## src/rtl/serial_deframer.sv

```systemverilog
// serial_deframer: receive-side deframer for a retimed, idle-high serial line.
// Frame = low start bit, WIDTH data bits (LSB first), one parity bit, high stop bit.
// A good frame updates dout/par_err with a one-clk dout_valid strobe.
// A bad stop bit gives a one-clk frame_err strobe and then waits for the line to go high.
module serial_deframer #(
    parameter int WIDTH       = 8,
    parameter bit PARITY_EVEN = 1'b1
) (
    input  logic             clk,
    input  logic             rstn,
    input  logic             en,
    input  logic             din,
    output logic [WIDTH-1:0] dout,
    output logic             dout_valid,
    output logic             par_err,
    output logic             frame_err,
    output logic             busy
);

    // Bit counter width; it only has to reach WIDTH-1.
    localparam int CW = (WIDTH > 1) ? $clog2(WIDTH) : 1;
    localparam logic [CW-1:0] LAST_BIT = CW'(WIDTH - 1);

    typedef enum logic [2:0] {
        S_IDLE,
        S_DATA,
        S_PARITY,
        S_STOP,
        S_WAIT_HIGH
    } state_t;

    state_t           state_reg, state_next;
    logic [CW-1:0]    cnt_reg, cnt_next;
    logic [WIDTH-1:0] shreg_reg, shreg_next;
    logic             acc_reg, acc_next;
    logic [WIDTH-1:0] dout_reg, dout_next;
    logic             par_err_reg, par_err_next;
    logic             dout_valid_reg, dout_valid_next;
    logic             frame_err_reg, frame_err_next;

    // Shift register with the new bit entering at the MSB side, so that after
    // WIDTH data bits the first bit on the line sits in bit 0.
    logic [WIDTH-1:0] shreg_shifted;
    assign shreg_shifted[WIDTH-1] = din;

    genvar gi;
    generate
        for (gi = 0; gi < WIDTH - 1; gi = gi + 1) begin : g_shift
            assign shreg_shifted[gi] = shreg_reg[gi+1];
        end
    endgenerate

    // State register; a reset at any time abandons a partial frame.
    always_ff @(posedge clk or negedge rstn) begin
        if (!rstn) begin
            state_reg <= S_IDLE;
        end else begin
            state_reg <= state_next;
        end
    end

    // Next-state logic; nothing advances on edges where en is low.
    always_comb begin
        state_next = state_reg;
        if (en) begin
            case (state_reg)
                S_IDLE: begin
                    if (!din) begin
                        state_next = S_DATA;
                    end
                end
                S_DATA: begin
                    if (cnt_reg == LAST_BIT) begin
                        state_next = S_PARITY;
                    end
                end
                S_PARITY: begin
                    state_next = S_STOP;
                end
                S_STOP: begin
                    state_next = din ? S_IDLE : S_WAIT_HIGH;
                end
                S_WAIT_HIGH: begin
                    // A low line here is the tail of a broken frame, never a start bit.
                    if (din) begin
                        state_next = S_IDLE;
                    end
                end
                default: begin
                    state_next = S_IDLE;
                end
            endcase
        end
    end

    // Datapath and output next values. The strobes default to 0, so they last
    // exactly one clk whether or not en is high on the following edge.
    always_comb begin
        cnt_next        = cnt_reg;
        shreg_next      = shreg_reg;
        acc_next        = acc_reg;
        dout_next       = dout_reg;
        par_err_next    = par_err_reg;
        dout_valid_next = 1'b0;
        frame_err_next  = 1'b0;
        if (en) begin
            case (state_reg)
                S_IDLE: begin
                    if (!din) begin
                        cnt_next = '0;
                        acc_next = 1'b0;
                    end
                end
                S_DATA: begin
                    shreg_next = shreg_shifted;
                    acc_next   = acc_reg ^ din;
                    cnt_next   = cnt_reg + CW'(1);
                end
                S_PARITY: begin
                    acc_next = acc_reg ^ din;
                end
                S_STOP: begin
                    if (din) begin
                        // Data and parity XOR to 0 for even parity and to 1 for odd.
                        // An accumulator equal to PARITY_EVEN is therefore the wrong value.
                        dout_next       = shreg_reg;
                        par_err_next    = (acc_reg == PARITY_EVEN);
                        dout_valid_next = 1'b1;
                    end else begin
                        frame_err_next = 1'b1;
                    end
                end
                default: begin
                end
            endcase
        end
    end

    // Datapath and output registers.
    always_ff @(posedge clk or negedge rstn) begin
        if (!rstn) begin
            cnt_reg        <= '0;
            shreg_reg      <= '0;
            acc_reg        <= 1'b0;
            dout_reg       <= '0;
            par_err_reg    <= 1'b0;
            dout_valid_reg <= 1'b0;
            frame_err_reg  <= 1'b0;
        end else begin
            cnt_reg        <= cnt_next;
            shreg_reg      <= shreg_next;
            acc_reg        <= acc_next;
            dout_reg       <= dout_next;
            par_err_reg    <= par_err_next;
            dout_valid_reg <= dout_valid_next;
            frame_err_reg  <= frame_err_next;
        end
    end

    // Outputs: busy comes straight from the state register.
    always_comb begin
        dout       = dout_reg;
        par_err    = par_err_reg;
        dout_valid = dout_valid_reg;
        frame_err  = frame_err_reg;
        busy       = (state_reg != S_IDLE);
    end

endmodule

```

## config.mk

```make
export PLATFORM = sky130hd
export DESIGN_NAME = serial_deframer
export DESIGN_NICKNAME = d
export VERILOG_FILES = /design/src/rtl/serial_deframer.sv
export SDC_FILE = /design/constraint.sdc
export NUM_CORES = 1
export LEC_CHECK = 0
export CAP_MARGIN = 20
export CORE_MARGIN = 1
export CORE_UTILIZATION = 45
export CTS_CLUSTER_SIZE = 10
export DETAILED_ROUTE_END_ITERATION = 10
export PLACE_DENSITY = 0.68
export SKIP_CTS_REPAIR_TIMING = 1
export SLEW_MARGIN = 20
export SYNTH_ARGS = -nofsm -noshare
export SYNTH_HDL_FRONTEND = slang
export SYNTH_SLANG_ARGS = --single-unit
```

## constraint.sdc

```tcl
create_clock -name clk -period 3.75 [get_ports clk]
set_input_delay 0.5625 -clock clk [delete_from_list [all_inputs] [get_ports clk]]
set_output_delay 0.5625 -clock clk [all_outputs]
set_load 0.05 [all_outputs]
```

# Word level (Yosys, flattened, before mapping)
# Cells that the tools add are included.
dict set report op_classes {
  n_bitwise 1
  muxes 15
  n_eq_ne 8
  addsub 1
  n_reduce_logical 10
}
# cell n
set op_table {}
lappend op_table {{$mux 3} 5}
lappend op_table {{$pmux 3 s5} 1}
lappend op_table {{$reduce_and 3->1} 3}
lappend op_table {{$mux 1} 7}
lappend op_table {{$eq 3x2->1 const B} 2}
lappend op_table {{$eq 3x3->1 const B} 2}
lappend op_table {{$ne 2x2->1 const B} 3}
lappend op_table {{$pmux 3 s2} 1}
lappend op_table {{$reduce_and 4->1} 1}
lappend op_table {{$reduce_bool 2->1} 2}
lappend op_table {{$add 3x1->3 const B} 1}
lappend op_table {{$eq 3x1->1 const B} 1}
lappend op_table {{$logic_not 3->1} 1}
lappend op_table {{$reduce_bool 3->1} 1}
lappend op_table {{$pmux 1 s2} 1}
lappend op_table {{$reduce_and 2->1} 1}
lappend op_table {{$reduce_or 2->1} 1}
lappend op_table {{$xor 1x1->1} 1}
dict set report word_totals {
  ff_bits 26
  output_inout_bits 12
  in_bits 4
}

# Longest topological paths before layout
# Gate-level depths: netlist (run 1).
dict set report depth {
  ltp_word 4
  depth_mapped 5
}

# Least setup slack after synthesis (run 1)
# No wires, ideal clock.
dict set report synth_timing {
  path_type {flip-flop to output port}
  from {reg state_reg[2]}
  to {out busy}
  required_time_ns 3.188
  path_stages_with_launch 4
  arrival_ns 0.974
  path_slack_ns 2.213
  cell_sequence {dfrtp_1 -> buf_6 -> nor2_2 -> nand2_1}
}
dict set report synth_via {
  elab_chain_cells 1
}
# item line_no
set synth_rtl {}
lappend synth_rtl {{start, declared} 32} ;# state_t state_reg, state_next;
lappend synth_rtl {{start signal, assigned} 58} ;# state_reg <= state_next;
lappend synth_rtl {{$reduce_bool 3->1} 166} ;# busy = (state_reg != S_IDLE);
lappend synth_rtl {{end, declared} 17} ;# output logic busy
# No other way between the ends.

# Worst setup path after layout (run 1)
dict set report layout_timing {
  from {reg state_reg[0]}
  to {out busy}
}
# Same word-level chain as after synthesis.

==> results of run 1 <==
## path summary, 6_finish.rpt
check                          endpoint    startpoint  slack [ps]
max                                busy  state_reg[0]        1220
min                          cnt_reg[0]    cnt_reg[0]         510
max reg2reg                     dout[4]  state_reg[0]        2250
min reg2reg                  cnt_reg[0]    cnt_reg[0]         510
max in group asynchronous  state_reg[2]          rstn        2910
min in group asynchronous       acc_reg          rstn         590
## kinds of logic after synthesis
| family | share of synthesized area |
|---|---|
| flip-flops | 0.560 |
| multiplexers | 0.193 |
| AND/OR/NAND/NOR | 0.101 |
| AO/OA/AOI/OAI | 0.0721 |
| buffers and inverters | 0.0527 |
| adder cells (fa/ha/maj) | 0.0215 |
## routing by layer
layer	wire, um	GRT usage	vias to the layer above
met1	974	0.240	339
li1	-	-	342
met2	833	0.245	11
met4	27	0.0789	0
met3	72	0.0377	2
met5	0	0	-
## layout make-up
| type | instances | share of cell area |
|---|---|---|
| repair buffers | 16 | 0.116 |
| well taps | 30 | 0.0277 |
| inverters | 6 | 0.0166 |
| clock buffers | 4 | 0.0268 |
| flip-flops and latches | 26 | 0.480 |
| multi-input cells | 50 | 0.332 |
## through the flow
stage	instances	utilization	worst slack, ps
3_5_place_dp	128	0.537	1580
5_1_grt	132	0.552	1110
3_3_place_gp	128	0.537	1610
4_1_cts	132	0.552	1200
6_report	132	0.552	1220
2_1_floorplan	87	-	2210
## synth_stat cells (2+ instances only)
cell / count / area [sq um]
sky130_fd_sc_hd__nand2_1: 2 / 7.51
sky130_fd_sc_hd__buf_4: 3 / 22.5
sky130_fd_sc_hd__mux2_2: 19 / 214
sky130_fd_sc_hd__ha_1: 2 / 25.0
sky130_fd_sc_hd__and4b_1: 2 / 20.0
sky130_fd_sc_hd__inv_1: 6 / 22.5
sky130_fd_sc_hd__o21ai_0: 4 / 20.0
sky130_fd_sc_hd__nand4_1: 2 / 12.5
sky130_fd_sc_hd__dfrtp_1: 26 / 651
sky130_fd_sc_hd__nand3b_1: 2 / 15.0
## worst max-delay path: cells and delay by family (launching register included)
family	cells	cell delay [ps]
buffers and inverters	2	930
flip-flops	1	640
AND/OR/NAND/NOR	1	90
## cells in the final DEF (no fill, tap or decap), drive strengths merged
cell           count
nand3              2
dfrtp             26
clkdlybuf4s50     15
a211o              1
a211oi             1
mux2              19
inv                6
a2111oi            1
buf                1
ha                 2
nand3b             2
mux2i              1
nor4b              1
o21ai              4
o22ai              1
nand2              3
and4b              2
clkbuf             4
o221a              1
a21o               1
nor2b              1
nor2               2
o31ai              1
nand4              2
and3               1
nor3               1
## power by group through the flow
stage               registers [mW]  logic [mW]  clock network [mW]
floorplan                    0.543       0.288                   0
global placement             0.488       0.453                   0
detailed placement           0.494       0.463                   0
CTS                          0.488       0.466               0.146
global route                 0.508       0.505               0.152
finish                       0.486       0.461               0.138
==> tab_implementation.tex, run 1 <==
\begin{tabular}{lr}
\hline
Metric & Value \\
\hline
\multicolumn{2}{l}{\textbf{Critical path}} \\
\quad Depth of the most critical reg-to-reg path & 3 \\
\quad Cells traversed along the worst timing path & inv\_1 > nand2\_1 > clkdlybuf4s50\_1 \\
\quad Worst Setup End Kind & output port \\
\quad Sort of element at the start of the critical path & flip-flop \\
\quad CP max stage cell & sky130\_fd\_sc\_hd\_\_clkdlybuf4s50\_1 \\
\quad Worst setup path category & flip-flop to output port \\
\quad Critical path data required time & 3190 ps \\
\quad Highest fanout seen on the critical path & 16 \\
\quad WP data arrival & between 1500 and 2000 ps \\
\quad Critical Path Max Stage Delay & 790 ps \\
\multicolumn{2}{l}{\textbf{Power}} \\
\quad Pwr per Cell Area & 801 nW/um\^{}2 \\
\quad Internal Power & 0.655 mW \\
\quad Net switching fraction of the power & 0.397 \\
\quad Part of the total power dissipated in sequential elements & 0.448 \\
\quad Post-route total power & 1.09 mW \\
\quad Maximum VDD drop & 0.407 mV \\
\quad Share of power burned in the clock network & 0.127 \\
\quad Switching power of the nets & roughly 0.43 mW \\
\quad Combinational fraction of design power & 0.425 \\
\quad Leakage power summed over all cells & between 0.6 and 0.7 nW \\
\multicolumn{2}{l}{\textbf{Floorplan}} \\
\quad Row count & 18 \\
\quad Core footprint & 2450 sq um \\
\quad Die width & 52.8 um \\
\quad Die area & $\sim$2800 sq um \\
\quad I/O pin total & 16 \\
\quad Die extent in y & 52.8 um \\
\quad Initial standard-cell utilization of the core & 0.473 \\
\multicolumn{2}{l}{\textbf{CTS}} \\
\quad Clock tree buffer depth & 2 \\
\quad Inserted Clock Buffers & 3 \\
\quad Clock sink total & 26 \\
\quad Clock tree from TritonCTS & built \\
\quad H-tree depth reported by CTS & 1 \\
\quad Clock root buffer & sky130\_fd\_sc\_hd\_\_clkbuf\_4 \\
\quad Clock network latency to the later pin of the worst-skew pair & 310 ps \\
\quad Clock transition at the registers of the reported paths & $\sim$130 ps \\
\multicolumn{2}{l}{\textbf{Yosys}} \\
\quad Count of mapped cells out of synthesis & 87 \\
\quad Number of warnings issued by yosys & 0 \\
\quad Number of different library cells in the post-synthesis netlist & 29 \\
\quad Number of storage elements in the synthesis netlist & 26 \\
\quad Share of async-settable or async-resettable flops after synthesis & 1.00 \\
\quad Number of flops mapped to enable cells by yosys & 0 \\
\quad Per-instance average area after synthesis & 13.4 sq um \\
\quad Syn\_nets & 93 \\
\quad Area of the mapped netlist & 1160 sq um \\
\quad Part of the Yosys area used for sequential elements & 0.560 \\
\quad Main flop type after synthesis & sky130\_fd\_sc\_hd\_\_dfrtp\_1 \\
\multicolumn{2}{l}{\textbf{Final layout}} \\
\quad Sequential cell area & $\sim$650 sq um \\
\quad Filler cell count in the final layout & 202 \\
\quad Post-Layout Inst Area & 1360 sq um \\
\quad Diode insertion count for antenna repair & 0 \\
\quad Footprint of the multi-input gates & 450 sq um \\
\quad Area Growth Syn to Fin & 16.6\% \\
\quad Net count of the finished layout & 109 \\
\quad Share of layout cells above drive strength 1 & 0.284 \\
\multicolumn{2}{l}{\textbf{STA}} \\
\quad Setup clock skew after layout & 1.70 ps \\
\quad Unrepaired setup endpoints after global routing & false \\
\quad Slew headroom & 0.666 \\
\quad Final Hold Slack & 510 ps \\
\quad Total Negative Setup Slacks & 0 ps \\
\quad Period minus WS final & 2530 ps \\
\quad Share of the cycle needed by the critical path after routing & 0.675 \\
\quad Total setup violations reported at the end of the flow & 0 \\
\quad Final count of pins violating max slew & 0 \\
\quad Least-Margin Pin Slew & 499 ps \\
\quad Achievable frequency & 395 MHz \\
\quad Hold Fails Final Rpt & 0 \\
\multicolumn{2}{l}{\textbf{GRT}} \\
\quad Congestion Overflow GR & 0 \\
\quad Number of antenna violations at the first check in global routing & 0 \\
\quad Global-route wire length before repair & approximately 3400 um \\
\quad Number of global-route vias before repair & between 700 and 800 \\
\quad Largest net degree at the start of global routing & 27 \\
\quad Total global-route track usage & 0.170 \\
\multicolumn{2}{l}{\textbf{Min path}} \\
\quad Hold-critical path depth & 1 \\
\quad Min-Delay Path Class & flip-flop to flip-flop \\
\multicolumn{2}{l}{\textbf{Detailed routing}} \\
\quad Overall via count from detail\_route & between 600 and 700 \\
\quad Via-per-instance ratio & around 5.3 \\
\quad Wire length reported by the detailed router & 1910 um \\
\quad Antenna viol nets, final & 0 \\
\quad First drt pass iteration count & 4 \\
\quad Post-DR wirelength/cell & 14.5 um \\
\quad Post-detailed-route DRC marker count & 0 \\
\quad Count of routing violations after the opening detailed-route iteration & 9 \\
\multicolumn{2}{l}{\textbf{Placed design}} \\
\quad Number of buffers inserted by port buffering & 15 \\
\quad Dpl hpwl & 1280 um \\
\quad Final weighted congestion of routability-driven global placement & 0.758 \\
\quad Cell area after placement & 1320 sq um \\
\multicolumn{2}{l}{\textbf{Outcome}} \\
\quad Outcome & complete, no violations \\
\multicolumn{2}{l}{\textbf{Job}} \\
\quad Maximum capacitance violations & 0 \\
\hline
\end{tabular}
Note: power is estimated with default switching activity, not from simulation.
==> inputs of run 2 (changes only) <==
--- a/config.mk
+++ b/config.mk
@@ -10,7 +10,7 @@
 export CORE_UTILIZATION = 45
 export CTS_CLUSTER_SIZE = 10
 export DETAILED_ROUTE_END_ITERATION = 10
-export PLACE_DENSITY = 0.68
+export PLACE_DENSITY = 0.7
 export SKIP_CTS_REPAIR_TIMING = 1
 export SLEW_MARGIN = 20
 export SYNTH_ARGS = -nofsm -noshare
==> constraint.sdc (replaced) <==
create_clock -name clk -period 2.1 [get_ports clk]
set_input_delay 0.315 -clock clk [delete_from_list [all_inputs] [get_ports clk]]
set_output_delay 0.315 -clock clk [all_outputs]
set_load 0.05 [all_outputs]
==> tab_implementation.tex, run 2 (same netlist as run 1, synthesis figures left out) <==
\begin{tabular}{lr}
\hline
Metric & Value \\
\hline
\multicolumn{2}{l}{\textbf{Outcome}} \\
\quad Outcome & complete, no violations \\
\multicolumn{2}{l}{\textbf{STA}} \\
\quad Unrepaired setup endpoints after global routing & false \\
\quad Hold Fails Final Rpt & 0 \\
\quad Period minus WS final & roughly 1800 ps \\
\quad Final count of pins violating max slew & 0 \\
\quad Slew headroom & 0.669 \\
\quad Achievable frequency & 549 MHz \\
\quad Total setup violations reported at the end of the flow & 0 \\
\quad Final Hold Slack & 333 ps \\
\quad Least-Margin Pin Slew & 495 ps \\
\quad Setup clock skew after layout & $\sim$13 ps \\
\quad Share of the cycle needed by the critical path after routing & 0.868 \\
\quad Total Negative Setup Slacks & 0 ps \\
\multicolumn{2}{l}{\textbf{Detailed routing}} \\
\quad First drt pass iteration count & 4 \\
\quad Wire length reported by the detailed router & 1930 um \\
\quad Count of routing violations after the opening detailed-route iteration & 4 \\
\quad Post-DR wirelength/cell & between 10 and 15 um \\
\quad Via-per-instance ratio & $\sim$5.4 \\
\quad Antenna viol nets, final & 0 \\
\quad Overall via count from detail\_route & 711 \\
\quad Post-detailed-route DRC marker count & 0 \\
\multicolumn{2}{l}{\textbf{Critical path}} \\
\quad CP max stage cell & sky130\_fd\_sc\_hd\_\_clkdlybuf4s50\_1 \\
\quad Highest fanout seen on the critical path & 2 \\
\quad Sort of element at the start of the critical path & flip-flop \\
\quad Worst setup path category & flip-flop to output port \\
\quad Count of buffering cells on the critical path with inverters included & 1 \\
\quad Depth of the most critical reg-to-reg path & 3 \\
\quad Cells traversed along the worst timing path & clkdlybuf4s50\_1 \\
\quad Critical Path Max Stage Delay & 800 ps \\
\quad Total number of cells along the worst setup path & 1 \\
\quad Critical path data required time & 1780 ps \\
\quad WP data arrival & 1510 ps \\
\quad Worst Setup End Kind & output port \\
\quad Cell family contributing the most delay on the critical path & buffers and inverters \\
\multicolumn{2}{l}{\textbf{Power}} \\
\quad Post-route total power & 2.03 mW \\
\quad Net switching fraction of the power & 0.383 \\
\quad Share of power burned in the clock network & 0.167 \\
\quad Pwr per Cell Area & around 1500 nW/um\^{}2 \\
\quad Part of the total power dissipated in sequential elements & 0.431 \\
\quad Switching power of the nets & 0.778 mW \\
\quad Leakage power summed over all cells & $\sim$0.64 nW \\
\quad Combinational fraction of design power & 0.402 \\
\quad Internal Power & 1.25 mW \\
\quad Maximum VDD drop & approximately 0.87 mV \\
\multicolumn{2}{l}{\textbf{GRT}} \\
\quad Global-route wire length before repair & roughly 3300 um \\
\quad Congestion Overflow GR & 0 \\
\quad Number of global-route vias before repair & 717 \\
\quad Number of antenna violations at the first check in global routing & 0 \\
\quad Total global-route track usage & 0.171 \\
\quad Largest net degree at the start of global routing & 27 \\
\multicolumn{2}{l}{\textbf{Floorplan}} \\
\quad Die extent in y & 52.8 um \\
\quad Initial standard-cell utilization of the core & 0.473 \\
\quad I/O pin total & 16 \\
\quad Core footprint & roughly 2500 sq um \\
\quad Row count & 18 \\
\quad Die width & 52.8 um \\
\quad Die area & 2790 sq um \\
\multicolumn{2}{l}{\textbf{CTS}} \\
\quad Clock tree buffer depth & 2 \\
\quad Clock tree from TritonCTS & built \\
\quad Clock sink total & 26 \\
\quad Clock root buffer & sky130\_fd\_sc\_hd\_\_clkbuf\_4 \\
\quad Inserted Clock Buffers & 3 \\
\quad Clock transition at the registers of the reported paths & 140 ps \\
\quad H-tree depth reported by CTS & 1 \\
\quad Clock network latency to the later pin of the worst-skew pair & 320 ps \\
\multicolumn{2}{l}{\textbf{Final layout}} \\
\quad Final core utilization & 0.558 \\
\quad Commonest non-fill, non-tap cells in the layout & sky130\_fd\_sc\_hd\_\_dfrtp\_1 (26), sky130\_fd\_sc\_hd\_\_mux2\_2 (19), sky130\_fd\_sc\_hd\_\_clkdlybuf4s50\_1 (14), sky130\_fd\_sc\_hd\_\_inv\_1 (6), sky130\_fd\_sc\_hd\_\_o21ai\_0 (4) \\
\quad Footprint of the multi-input gates & 450 sq um \\
\quad Area Growth Syn to Fin & 17.8\% \\
\quad Net count of the finished layout & 109 \\
\quad Filler cell count in the final layout & 217 \\
\quad Share of layout cells above drive strength 1 & 0.294 \\
\quad Diode insertion count for antenna repair & 0 \\
\quad Sequential cell area & 651 sq um \\
\quad Most common library cell in the layout ignoring fill and taps & sky130\_fd\_sc\_hd\_\_dfrtp\_1 \\
\multicolumn{2}{l}{\textbf{Placed design}} \\
\quad Dpl hpwl & 1370 um \\
\quad Number of buffers inserted by port buffering & 15 \\
\quad Final weighted congestion of routability-driven global placement & 0.789 \\
\multicolumn{2}{l}{\textbf{Min path}} \\
\quad Min-Delay Path Class & primary input to async pin \\
\multicolumn{2}{l}{\textbf{Job}} \\
\quad Maximum capacitance violations & 0 \\
\hline
\end{tabular}
run 2: cell count changes in the layout (fill, tap and decap cells not counted), sizes merged:
cell,delta
clkbuf,-1
clkdlybuf4s50,-1
bufinv,+1
buf,+1
run 2: area by class of cell:
| cell class | count | area share |
|---|---|---|
| timing repair buffer | 16 | 0.113 |
| multi-input combinational | 50 | 0.329 |
| inverter | 6 | 0.0165 |
| clock buffer | 3 | 0.0165 |
| sequential | 26 | 0.475 |
| clock inverter | 1 | 0.0219 |
| tap | 30 | 0.0274 |
run 2: per-stage QoR:
| step | instances | worst slack (ps) | area (sq um) |
|---|---|---|---|
| CTS | 132 | 264 | 1370 |
| detailed placement | 128 | 177 | 1320 |
| global placement | 128 | 245 | 1320 |
| global route | 132 | 207 | 1370 |
| finish | 132 | 278 | 1370 |
| floorplan | 87 | 799 | 1160 |
run 2: worst register-to-register path: cells and delay by family (launching register included):
| kind | cells | cell delay [ps] |
|---|---|---|
| flip-flops | 1 | 660 |
| AND/OR/NAND/NOR | 2 | 450 |
| multiplexers | 1 | 310 |
run 2: final timing paths:
path / endpoint / start / slack, ps
setup / recovery: dout[3] / dout[3] / 280
hold / removal: dout_valid / rstn / 330
setup reg to reg: dout[5] / state_reg[0] / 580
hold reg to reg: cnt_reg[0] / cnt_reg[0] / 500
max in group asynchronous: cnt_reg[2] / rstn / 1510
min in group clk: cnt_reg[0] / cnt_reg[0] / 500
run 2: power by group through the flow:
stage / sequential (mW) / combinational, mW / clock (mW)
6_report: 0.875 / 0.816 / 0.338
5_1_grt: 0.900 / 0.883 / 0.364
4_1_cts: 0.876 / 0.826 / 0.345
3_5_place_dp: 0.886 / 0.822 / 0
3_3_place_gp: 0.868 / 0.803 / 0
2_1_floorplan: 0.970 / 0.514 / 0
run 2: routing by layer:
metal	vias up	GRT usage	wire, um
li1	344	-	-
met1	351	0.219	936
met2	11	0.270	900
met3	5	0.0348	53
met4	0	0.0877	37
met5	-	0	0
==> inputs of run 3 (changes only) <==
--- a/config.mk
+++ b/config.mk
@@ -5,12 +5,13 @@
 export SDC_FILE = /design/constraint.sdc
 export NUM_CORES = 1
 export LEC_CHECK = 0
+export ABC_AREA = 1
 export CAP_MARGIN = 20
 export CORE_MARGIN = 1
 export CORE_UTILIZATION = 45
 export CTS_CLUSTER_SIZE = 10
 export DETAILED_ROUTE_END_ITERATION = 10
-export PLACE_DENSITY = 0.7
+export DONT_BUFFER_PORTS = 1
 export SKIP_CTS_REPAIR_TIMING = 1
 export SLEW_MARGIN = 20
 export SYNTH_ARGS = -nofsm -noshare
==> tab_implementation.tex, run 3 <==
\begin{tabular}{lr}
\hline
Metric & Value \\
\hline
\multicolumn{2}{l}{\textbf{Detailed routing}} \\
\quad Count of routing violations after the opening detailed-route iteration & 14 \\
\quad Overall via count from detail\_route & 821 \\
\quad Via-per-instance ratio & 5.01 \\
\quad Antenna viol nets, final & 0 \\
\quad Post-detailed-route DRC marker count & 0 \\
\quad Wire length reported by the detailed router & 1860 um \\
\quad Post-DR wirelength/cell & 11.3 um \\
\quad First drt pass iteration count & 4 \\
\multicolumn{2}{l}{\textbf{CTS}} \\
\quad H-tree depth reported by CTS & 1 \\
\quad Clock tree buffer depth & 2 \\
\quad Clock sink total & 26 \\
\quad Clock root buffer & sky130\_fd\_sc\_hd\_\_clkbuf\_4 \\
\quad Inserted Clock Buffers & 3 \\
\quad Clock network latency to the later pin of the worst-skew pair & about 300 ps \\
\quad Clock tree from TritonCTS & built \\
\quad Clock transition at the registers of the reported paths & 130 ps \\
\multicolumn{2}{l}{\textbf{GRT}} \\
\quad Largest net degree at the start of global routing & 27 \\
\quad Top Usage Layer GRT & met2 \\
\quad Number of global-route vias before repair & 715 \\
\quad Met3 Use GR & 0.0345 \\
\quad Met2 routing resource usage after global routing & 0.256 \\
\quad Number of antenna violations at the first check in global routing & 0 \\
\quad Congestion Overflow GR & 0 \\
\quad Global-route wire length before repair & 3110 um \\
\quad GR met1 Demand/Resource & 0.200 \\
\quad Total global-route track usage & 0.153 \\
\multicolumn{2}{l}{\textbf{Final layout}} \\
\quad Share of layout cells above drive strength 1 & 0.149 \\
\quad Area Growth Syn to Fin & 6.85\% \\
\quad Net count of the finished layout & 141 \\
\quad Diode insertion count for antenna repair & 0 \\
\quad Post-Layout Inst Area & 1270 sq um \\
\quad Filler cell count in the final layout & 251 \\
\quad Commonest non-fill, non-tap cells in the layout & sky130\_fd\_sc\_hd\_\_nand2\_1 (38), sky130\_fd\_sc\_hd\_\_dfrtp\_1 (26), sky130\_fd\_sc\_hd\_\_inv\_1 (13), sky130\_fd\_sc\_hd\_\_o21ai\_1 (10), sky130\_fd\_sc\_hd\_\_nand3\_1 (9) \\
\quad Most common library cell in the layout ignoring fill and taps & sky130\_fd\_sc\_hd\_\_nand2\_1 \\
\multicolumn{2}{l}{\textbf{Floorplan}} \\
\quad Initial standard-cell utilization of the core & 0.479 \\
\quad I/O pin total & 16 \\
\quad Die extent in y & 53.4 um \\
\quad Die area & 2850 sq um \\
\quad Core footprint & 2480 sq um \\
\quad Row count & 18 \\
\quad Die width & 53.4 um \\
\multicolumn{2}{l}{\textbf{STA}} \\
\quad Achievable frequency & 593 MHz \\
\quad Total Negative Setup Slacks & 0 ps \\
\quad Slew headroom & 0.685 \\
\quad Final count of pins violating max slew & 0 \\
\quad Total setup violations reported at the end of the flow & 0 \\
\quad Unrepaired setup endpoints after global routing & false \\
\quad Share of the cycle needed by the critical path after routing & 0.804 \\
\quad Setup clock skew after layout & roughly 0.97 ps \\
\quad Period minus WS final & around 1700 ps \\
\quad Least-Margin Pin Slew & 473 ps \\
\quad Hold Fails Final Rpt & 0 \\
\multicolumn{2}{l}{\textbf{Yosys}} \\
\quad Share of async-settable or async-resettable flops after synthesis & 1.00 \\
\quad Area share of the largest cell type after synthesis & 0.548 \\
\quad Per-instance average area after synthesis & 9.13 sq um \\
\quad Part of the Yosys area used for sequential elements & 0.548 \\
\quad Top post-synthesis cells by area & sky130\_fd\_sc\_hd\_\_dfrtp\_1 (55\%), sky130\_fd\_sc\_hd\_\_nand2\_1 (12\%), sky130\_fd\_sc\_hd\_\_o21ai\_2 (4.4\%) \\
\quad Number of flops mapped to enable cells by yosys & 0 \\
\quad Number of warnings issued by yosys & 0 \\
\quad Main flop type after synthesis & sky130\_fd\_sc\_hd\_\_dfrtp\_1 \\
\quad Dominant cell type by area after synthesis & sky130\_fd\_sc\_hd\_\_dfrtp\_1 \\
\quad Top-count cell post-synth & sky130\_fd\_sc\_hd\_\_nand2\_1 \\
\quad Post-synth top cells & sky130\_fd\_sc\_hd\_\_nand2\_1 (38), sky130\_fd\_sc\_hd\_\_dfrtp\_1 (26), sky130\_fd\_sc\_hd\_\_inv\_1 (13) \\
\quad Count of mapped cells out of synthesis & 130 \\
\quad Number of storage elements in the synthesis netlist & 26 \\
\quad Area of the mapped netlist & around 1200 sq um \\
\quad Number of different library cells in the post-synthesis netlist & 18 \\
\quad Syn\_nets & 136 \\
\multicolumn{2}{l}{\textbf{Power}} \\
\quad Pwr per Cell Area & 1470 nW/um\^{}2 \\
\quad Leakage power summed over all cells & 0.656 nW \\
\quad Maximum VDD drop & between 0.6 and 0.7 mV \\
\multicolumn{2}{l}{\textbf{Critical path}} \\
\quad Worst setup path category & flip-flop to output port \\
\quad Critical path data required time & 1780 ps \\
\quad Highest fanout seen on the critical path & 7 \\
\quad WP data arrival & about 1400 ps \\
\quad Sort of element at the start of the critical path & flip-flop \\
\quad Worst Setup End Kind & output port \\
\multicolumn{2}{l}{\textbf{Min path}} \\
\quad Min-Delay Path Class & primary input to flip-flop \\
\multicolumn{2}{l}{\textbf{Placed design}} \\
\quad Final weighted congestion of routability-driven global placement & 0.790 \\
\quad Cell area after placement & 1200 sq um \\
\quad Dpl hpwl & 1370 um \\
\quad Number of buffers inserted by port buffering & 0 \\
\multicolumn{2}{l}{\textbf{Job}} \\
\quad Maximum capacitance violations & 0 \\
\multicolumn{2}{l}{\textbf{Outcome}} \\
\quad Outcome & complete, no violations \\
\hline
\end{tabular}
## run 3: cell types whose count changed in the layout (fill, tap and decap cells not counted), moves of 3 or more
cell                              previous run  this run
sky130_fd_sc_hd__mux2_2                     19         0
sky130_fd_sc_hd__o21ai_0                     4         0
sky130_fd_sc_hd__nand3_1                     1         9
sky130_fd_sc_hd__inv_1                       6        13
sky130_fd_sc_hd__o21bai_1                    0         3
sky130_fd_sc_hd__o21ai_2                     0         6
sky130_fd_sc_hd__clkdlybuf4s50_1            14         0
sky130_fd_sc_hd__o21ai_1                     0        10
sky130_fd_sc_hd__inv_2                       0         5
sky130_fd_sc_hd__nand2_1                     2        38
sky130_fd_sc_hd__nor2_1                      1         8
## run 3: cells by family (layout without fill, tap and decap cells)
logic type | count (synthesis) | count (layout) | share of synthesized area
AOI/OAI and AO/OA | 20 | 20 | 0.110
xor gates and xnor gates | 1 | 1 | 0.00738
adders and majority gates | 2 | 2 | 0.0211
buffers and inverters | 20 | 24 | 0.0759
DFF | 26 | 26 | 0.548
and+or+nand+nor | 61 | 61 | 0.238
## run 3: per-stage QoR
step | util | power (mW) | setup slack [ps] | hold slack [ps] | cells
6_report | 0.512 | 1.87 | 413 | 156 | 164
3_5_place_dp | 0.485 | 1.63 | 762 | 19.9 | 158
3_3_place_gp | 0.485 | 1.62 | 766 | 19.9 | 158
2_1_floorplan | - | 1.53 | 851 | 19.4 | 130
5_1_grt | 0.512 | 2.04 | 298 | 172 | 164
4_1_cts | 0.500 | 1.88 | 403 | -328 | 162
## run 3: final cells by class
cell class	instances	area (sq um)	area share
tap	30	37.5	0.0296
sequential	26	651	0.513
multi-input combinational	84	447	0.352
clock buffer	4	36.3	0.0286
timing repair buffer	2	30.0	0.0237
inverter	18	67.6	0.0533
## run 3: critical path, stage by stage (launching register included)
cell                      delay, ps
sky130_fd_sc_hd__dfrtp_1        500
sky130_fd_sc_hd__nor2_1         230
sky130_fd_sc_hd__nand2_1        340
## run 3: worst paths after layout
path                         startpoint      endpoint  slack (ps)  cells past startpoint
max                        state_reg[2]          busy         410                      2
min                                  en     frame_err         160                      2
max reg2reg                state_reg[0]  shreg_reg[6]         750                      5
min reg2reg                shreg_reg[0]       dout[0]         500                      2
max in group asynchronous          rstn    cnt_reg[2]        1530                      2
min in group asynchronous          rstn       par_err         430                      2
## run 3: where the power goes
part | internal [mW] | switching [mW] | leakage [nW]
clock | 0.106 | 0.135 | 0.0210
sequential | 0.667 | 0.363 | 0.349
combinational | 0.200 | 0.401 | 0.286
## run 3: layer usage
| metal | part of all wire | vias up |
|---|---|---|
| li1 | - | 421 |
| met4 | 0.0070 | 0 |
| met5 | 0 | - |
| met3 | 0.044 | 2 |
| met1 | 0.46 | 377 |
| met2 | 0.48 | 21 |
